==> src/rtl/calc1_pkg.sv <==
// Shared definitions for the calc1 port driver: widths, command/response
// codes and the driver FSM state encoding.
package calc1_pkg;

    localparam int DATA_W = 32;
    localparam int CMD_W  = 4;

    localparam logic [3:0] CMD_NOP = 4'd0;
    localparam logic [3:0] CMD_ADD = 4'd1;
    localparam logic [3:0] CMD_SUB = 4'd2;
    localparam logic [3:0] CMD_SHL = 4'd5;
    localparam logic [3:0] CMD_SHR = 4'd6;

    localparam logic [1:0] RESP_NONE    = 2'd0;
    localparam logic [1:0] RESP_OK      = 2'd1;
    localparam logic [1:0] RESP_ERR     = 2'd2;
    localparam logic [1:0] RESP_TIMEOUT = 2'd3;

    typedef enum logic [2:0] {
        ST_IDLE      = 3'd0,
        ST_SEND_OP1  = 3'd1,
        ST_SEND_OP2  = 3'd2,
        ST_WAIT_RESP = 3'd3,
        ST_DONE      = 3'd4
    } drv_state_e;

endpackage

==> src/rtl/calc1_port_driver.sv <==
// Request stage for one calc1 port: serialises a (cmd, op1, op2) transaction
// onto the two-cycle request protocol and returns the response via valid/ready.
module calc1_port_driver #(
    parameter int DATA_W         = calc1_pkg::DATA_W,
    parameter int CMD_W          = calc1_pkg::CMD_W,
    parameter int TIMEOUT_CYCLES = 64,
    parameter int CNT_W          = 16
) (
    input  logic              c_clk,
    input  logic              reset_n,
    input  logic              in_valid,
    output logic              in_ready,
    input  logic [CMD_W-1:0]  in_cmd,
    input  logic [DATA_W-1:0] in_op1,
    input  logic [DATA_W-1:0] in_op2,
    output logic [CMD_W-1:0]  req_cmd_out,
    output logic [DATA_W-1:0] req_data_out,
    input  logic [1:0]        duv_resp,
    input  logic [DATA_W-1:0] duv_data,
    output logic              rsp_valid,
    input  logic              rsp_ready,
    output logic [1:0]        rsp_resp,
    output logic [DATA_W-1:0] rsp_data,
    output logic              rsp_timeout,
    output logic              err_spurious,
    output logic [CNT_W-1:0]  txn_count
);
    import calc1_pkg::*;

    localparam int TO_W = (TIMEOUT_CYCLES > 2) ? $clog2(TIMEOUT_CYCLES) : 1;
    localparam logic [TO_W-1:0] TO_LAST = TO_W'(TIMEOUT_CYCLES - 1);

    drv_state_e        state_q, state_d;
    logic [CMD_W-1:0]  cmd_q, cmd_d;
    logic [DATA_W-1:0] op1_q, op1_d;
    logic [DATA_W-1:0] op2_q, op2_d;
    logic [TO_W-1:0]   cnt_q, cnt_d;
    logic [1:0]        rsp_resp_q, rsp_resp_d;
    logic [DATA_W-1:0] rsp_data_q, rsp_data_d;
    logic              rsp_timeout_q, rsp_timeout_d;
    logic              err_spurious_q, err_spurious_d;
    logic [CNT_W-1:0]  txn_count_q, txn_count_d;

    always_ff @(posedge c_clk or negedge reset_n) begin
        if (!reset_n) begin
            state_q        <= ST_IDLE;
            cmd_q          <= '0;
            op1_q          <= '0;
            op2_q          <= '0;
            cnt_q          <= '0;
            rsp_resp_q     <= '0;
            rsp_data_q     <= '0;
            rsp_timeout_q  <= 1'b0;
            err_spurious_q <= 1'b0;
            txn_count_q    <= '0;
        end else begin
            state_q        <= state_d;
            cmd_q          <= cmd_d;
            op1_q          <= op1_d;
            op2_q          <= op2_d;
            cnt_q          <= cnt_d;
            rsp_resp_q     <= rsp_resp_d;
            rsp_data_q     <= rsp_data_d;
            rsp_timeout_q  <= rsp_timeout_d;
            err_spurious_q <= err_spurious_d;
            txn_count_q    <= txn_count_d;
        end
    end

    always_comb begin
        state_d       = state_q;
        cmd_d         = cmd_q;
        op1_d         = op1_q;
        op2_d         = op2_q;
        cnt_d         = cnt_q;
        rsp_resp_d    = rsp_resp_q;
        rsp_data_d    = rsp_data_q;
        rsp_timeout_d = rsp_timeout_q;
        txn_count_d   = txn_count_q;
        in_ready      = 1'b0;
        rsp_valid     = 1'b0;
        req_cmd_out   = '0;
        req_data_out  = '0;

        // Any response outside the wait window points at a protocol problem upstream.
        err_spurious_d = err_spurious_q |
                         ((duv_resp != RESP_NONE) && (state_q != ST_WAIT_RESP));

        case (state_q)
            ST_IDLE: begin
                in_ready = 1'b1;
                if (in_valid) begin
                    cmd_d = in_cmd;
                    op1_d = in_op1;
                    op2_d = in_op2;
                    if (in_cmd == '0) begin
                        rsp_resp_d    = RESP_NONE;
                        rsp_data_d    = '0;
                        rsp_timeout_d = 1'b0;
                        state_d       = ST_DONE;
                    end else begin
                        state_d = ST_SEND_OP1;
                    end
                end
            end
            ST_SEND_OP1: begin
                req_cmd_out  = cmd_q;
                req_data_out = op1_q;
                state_d      = ST_SEND_OP2;
            end
            ST_SEND_OP2: begin
                req_data_out = op2_q;
                cnt_d        = '0;
                state_d      = ST_WAIT_RESP;
            end
            ST_WAIT_RESP: begin
                // A response on the final cycle still beats the timeout.
                if (duv_resp != RESP_NONE) begin
                    rsp_resp_d    = duv_resp;
                    rsp_data_d    = duv_data;
                    rsp_timeout_d = 1'b0;
                    state_d       = ST_DONE;
                end else if (cnt_q == TO_LAST) begin
                    rsp_resp_d    = RESP_TIMEOUT;
                    rsp_data_d    = '0;
                    rsp_timeout_d = 1'b1;
                    state_d       = ST_DONE;
                end else begin
                    cnt_d = cnt_q + TO_W'(1);
                end
            end
            ST_DONE: begin
                rsp_valid = 1'b1;
                if (rsp_ready) begin
                    txn_count_d = txn_count_q + CNT_W'(1);
                    state_d     = ST_IDLE;
                end
            end
            default: state_d = ST_IDLE;
        endcase
    end

    assign rsp_resp     = rsp_resp_q;
    assign rsp_data     = rsp_data_q;
    assign rsp_timeout  = rsp_timeout_q;
    assign err_spurious = err_spurious_q;
    assign txn_count    = txn_count_q;

endmodule
==> config.mk <==
export PLATFORM = sky130hd
export DESIGN_NAME = calc1_port_driver
export DESIGN_NICKNAME = d
export VERILOG_FILES = /design/src/rtl/calc1_pkg.sv /design/src/rtl/calc1_port_driver.sv
export SDC_FILE = /design/constraint.sdc
export NUM_CORES = 1
export LEC_CHECK = 0
export CAP_MARGIN = 20
export CORE_ASPECT_RATIO = 1.75
export CORE_UTILIZATION = 49
export CTS_CLUSTER_SIZE = 40
export DETAILED_ROUTE_END_ITERATION = 6
export PLACE_DENSITY = 0.95
export SLEW_MARGIN = 40
export SYNTH_ARGS = -nofsm -noshare
export SYNTH_HDL_FRONTEND = slang
export SYNTH_SLANG_ARGS = --single-unit
==> constraint.sdc <==
create_clock -name c_clk -period 4.4 [get_ports c_clk]
set_input_delay 0.66 -clock c_clk [delete_from_list [all_inputs] [get_ports c_clk]]
set_output_delay 0.66 -clock c_clk [all_outputs]
set_load 0.02 [all_outputs]
==> results.json <==
{
  "status": "finished, final reports clean",
  "ys_async_sr_fraction_pct": 100.0,
  "dr.first_iter.drc_count": 178,
  "final.min_clock_period_ns": 3.419,
  "power.net_switching_mw": 2.107,
  "clk_pin_slew_worst_paths_ns": 0.06,
  "crit_fanout": 29,
  "first_pass_iters": 7,
  "port_buffers": 195,
  "cts.sinks": 129,
  "p_clk_share_pct": 23.3,
  "insertion_delay_ns": 0.40,
  "skew_ns": 0.006788,
  "clockBufferDepth": 2,
  "highest-signal-layer": "met4",
  "p_int_mw": 3.904,
  "coreArea_mm2": 0.01082,
  "antenna_found_initial": 0,
  "start_util_pct": 50.79,
  "fin_nets": 705,
  "synth_warnings": 0,
  "drt-wirelength-per-cell_um": 19.28,
  "finalSetupViolCount": 0,
  "io_pins": 196,
  "num_antenna_cells": 0,
  "cts_buffers": 17,
  "grt_max_degree": 69,
  "hold_path.class": "input port to asynchronous set/reset pin",
  "postCtsHoldBufs": 0,
  "rows": 50,
  "synth_fp_nets": 512,
  "tns_ns": 0,
  "drive_gt1_share_pct": 7.895,
  "m1WireLength_um": 5015,
  "drc_errors": 0,
  "fp.dieH_um": 142.1,
  "syn2layout_area_growth_pct": 48.21,
  "dieArea_mm2": 0.01166,
  "num_vias": 4172,
  "die_x_um": 82.06,
  "worstPathArrival_ns": 2.76,
  "maxClockFrequency_ghz": 0.2925,
  "finalCoreUtilization_pct": 75.27,
  "seq_power_share_pct": 34.5,
  "grt_pass1_vias": 4571,
  "peakVddDrop_mv": 0.4730,
  "drv_cap": 0,
  "wl_met3_um": 904,
  "gp_congestion": 0.8248,
  "drv_slew": 0,
  "htreeDepth": 4,
  "power_leakage_nw": 3.440,
  "yosysSeqAreaShare_pct": 58.73,
  "synth_edf_count": 0,
  "syn_avg_cell_area_um2": 13.61,
  "postRouteAntennaNets": 0,
  "p_per_area_mw_per_mm2": 737.8,
  "cts_tree": "yes",
  "period_share_pct": 77.71,
  "rsz0062_at_grt": "false",
  "crit_required_ns": 3.74,
  "overflow": 0,
  "swShare_pct": 35.06,
  "cts_resized": 0,
  "postSynthCellCount": 404,
  "grt_pass1_wl_um": 22100,
  "critical_path.endpoint_type": "output pin",
  "hold_violations": 0,
  "path_class": "register to output pin",
  "tightest_slew_ns": 0.7182,
  "synth.distinct_cells": 46,
  "wl_um": 14230,
  "ctsRootBufferMaster": "clkbuf_16",
  "relSlewSlack_pct": 52.01,
  "combPwrFrac_pct": 42.3,
  "syn-cell-area_mm2": 0.005497,
  "ys_seq_elements": 129,
  "dpl.hpwl_um": 10230,
  "postCtsSetupRepairBufs": 0,
  "vias_per_cell": 5.653,
  "wl_met2_um": 7680,
  "grt.total_usage_pct": 25.84,
  "ys.flop_type": "dfrtp_1",
  "cp-start-kind": "register"
}
==> power by group through the flow <==
stage | Sequential, mW | Combinational (mW) | Clock [mW]
final | 2.07 | 2.54 | 1.40
after global routing | 2.13 | 2.72 | 1.47
after CTS | 2.06 | 2.56 | 1.42
after detailed placement | 2.07 | 2.54 | 0
after global placement | 2.04 | 2.43 | 0
after floorplan | 2.10 | 1.37 | 0
==> registers in the layout, summed over array words and instances (netlist names) <==
register,cells
op1_q,32
op2_q,32
rsp_data,32
txn_count,16
cnt_q,6
cmd_q,4
state_q,3
rsp_resp,2
err_spurious,1
rsp_timeout,1
==> worst max-delay path, stage by stage (launching register included) <==
cell and delay [ns]:
dfrtp_1 0.55, nand2b_1 0.39, nor2_2 0.24, buf_4 0.35, a22o_1 0.20, clkdlybuf4s50_1 0.62
==> cells in the final DEF (no fill, tap or decap), types with 2 or more instances in the layout <==
master	instances
nand2b_1	2
mux2_1	68
ha_1	2
clkbuf_16	17
inv_1	4
buf_4	2
clkinv_4	2
or3b_1	2
dfrtp_1	129
nand2_1	23
o21bai_1	3
or4_4	2
o221ai_1	2
nand4_1	5
buf_12	2
clkdlybuf4s50_1	194
a31oi_1	2
and2_1	4
xor2_1	5
a21oi_1	3
nor3_1	4
nand3_1	2
a22o_1	67
clkinvlp_4	6
bufinv_16	3
and3_1	4
xnor2_1	10
nor2_1	11
==> Yosys cell counts (all sizes together), types with 2 or more instances <==
cell,number,area share (%)
a21oi,3,0.27
a22o,67,11
a31oi,2,0.23
and2,5,0.57
and3,4,0.46
buf,16,1.9
clkbuf,10,0.68
dfrtp,129,59
ha,2,0.46
inv,4,0.27
mux2,69,14
nand2,23,1.6
nand2b,2,0.23
nand3,2,0.18
nand4,5,0.57
nor2,13,0.89
nor3,5,0.55
nor3b,2,0.36
o21ai,2,0.25
o21bai,4,0.75
o221ai,2,0.32
or3b,2,0.32
or4,2,0.41
xnor2,10,1.6
xor2,5,0.80
==> routing by layer <==
layer / vias to the layer above / global-route usage [%]
li1: 1879 / -
met1: 2052 / 26.68
met2: 201 / 44.67
met3: 40 / 8.397
met4: 0 / 14.22
met5: - / 0
==> per-stage QoR <==
stage	cells	hold slack (ns)	setup WS (ns)	power [mW]	instance area, um^2
after floorplan	404	0.3644	2.071	3.474	5497
after global placement	707	0.4604	1.553	4.474	7532
after detailed placement	707	0.4676	1.380	4.615	7537
after CTS	737	0.3516	0.9400	6.043	8128
after global routing	738	0.2592	0.8400	6.314	8147
final	738	0.2246	0.9808	6.011	8147
==> cell type report <==
cell class	instances	area, um^2
tap	130	162.7
clock inverter	12	161.4
multi-input combinational	245	2127
timing repair buffer	200	2023
clock buffer	18	429.2
sequential	129	3228
inverter	4	15.01
fill	634	2676
==> final timing paths <==
check                                       startpoint                  endpoint  slack [ns]  depth (start not counted)
worst max-delay path            state_q[2]$_DFFE_PN0P_          req_data_out[13]        0.98                          5
min in group c_clk                cmd_q[2]$_DFFE_PN0P_      cmd_q[2]$_DFFE_PN0P_        0.48                          1
max in group asynchronous                      reset_n      cnt_q[0]$_DFFE_PN0P_        3.40                          2
worst min-delay path                           reset_n  rsp_data[22]$_DFFE_PN0P_        0.22                          1
worst max register to register    cnt_q[0]$_DFFE_PN0P_      cnt_q[3]$_DFFE_PN0P_        2.29                          5
worst min register to register    cmd_q[2]$_DFFE_PN0P_      cmd_q[2]$_DFFE_PN0P_        0.48                          1
==> cells by family after synthesis <==
logic type	count (synthesis)	share of synthesized area, %
AOI/OAI and AO/OA	88	13.75
adders and majority gates	2	0.4552
and+or+nand+nor	71	7.649
xor gates and xnor gates	15	2.390
muxes	69	14.14
DFF	129	58.73
buffers and inverters	30	2.891
No activity file was read; power rests on OpenSTA's default activity.
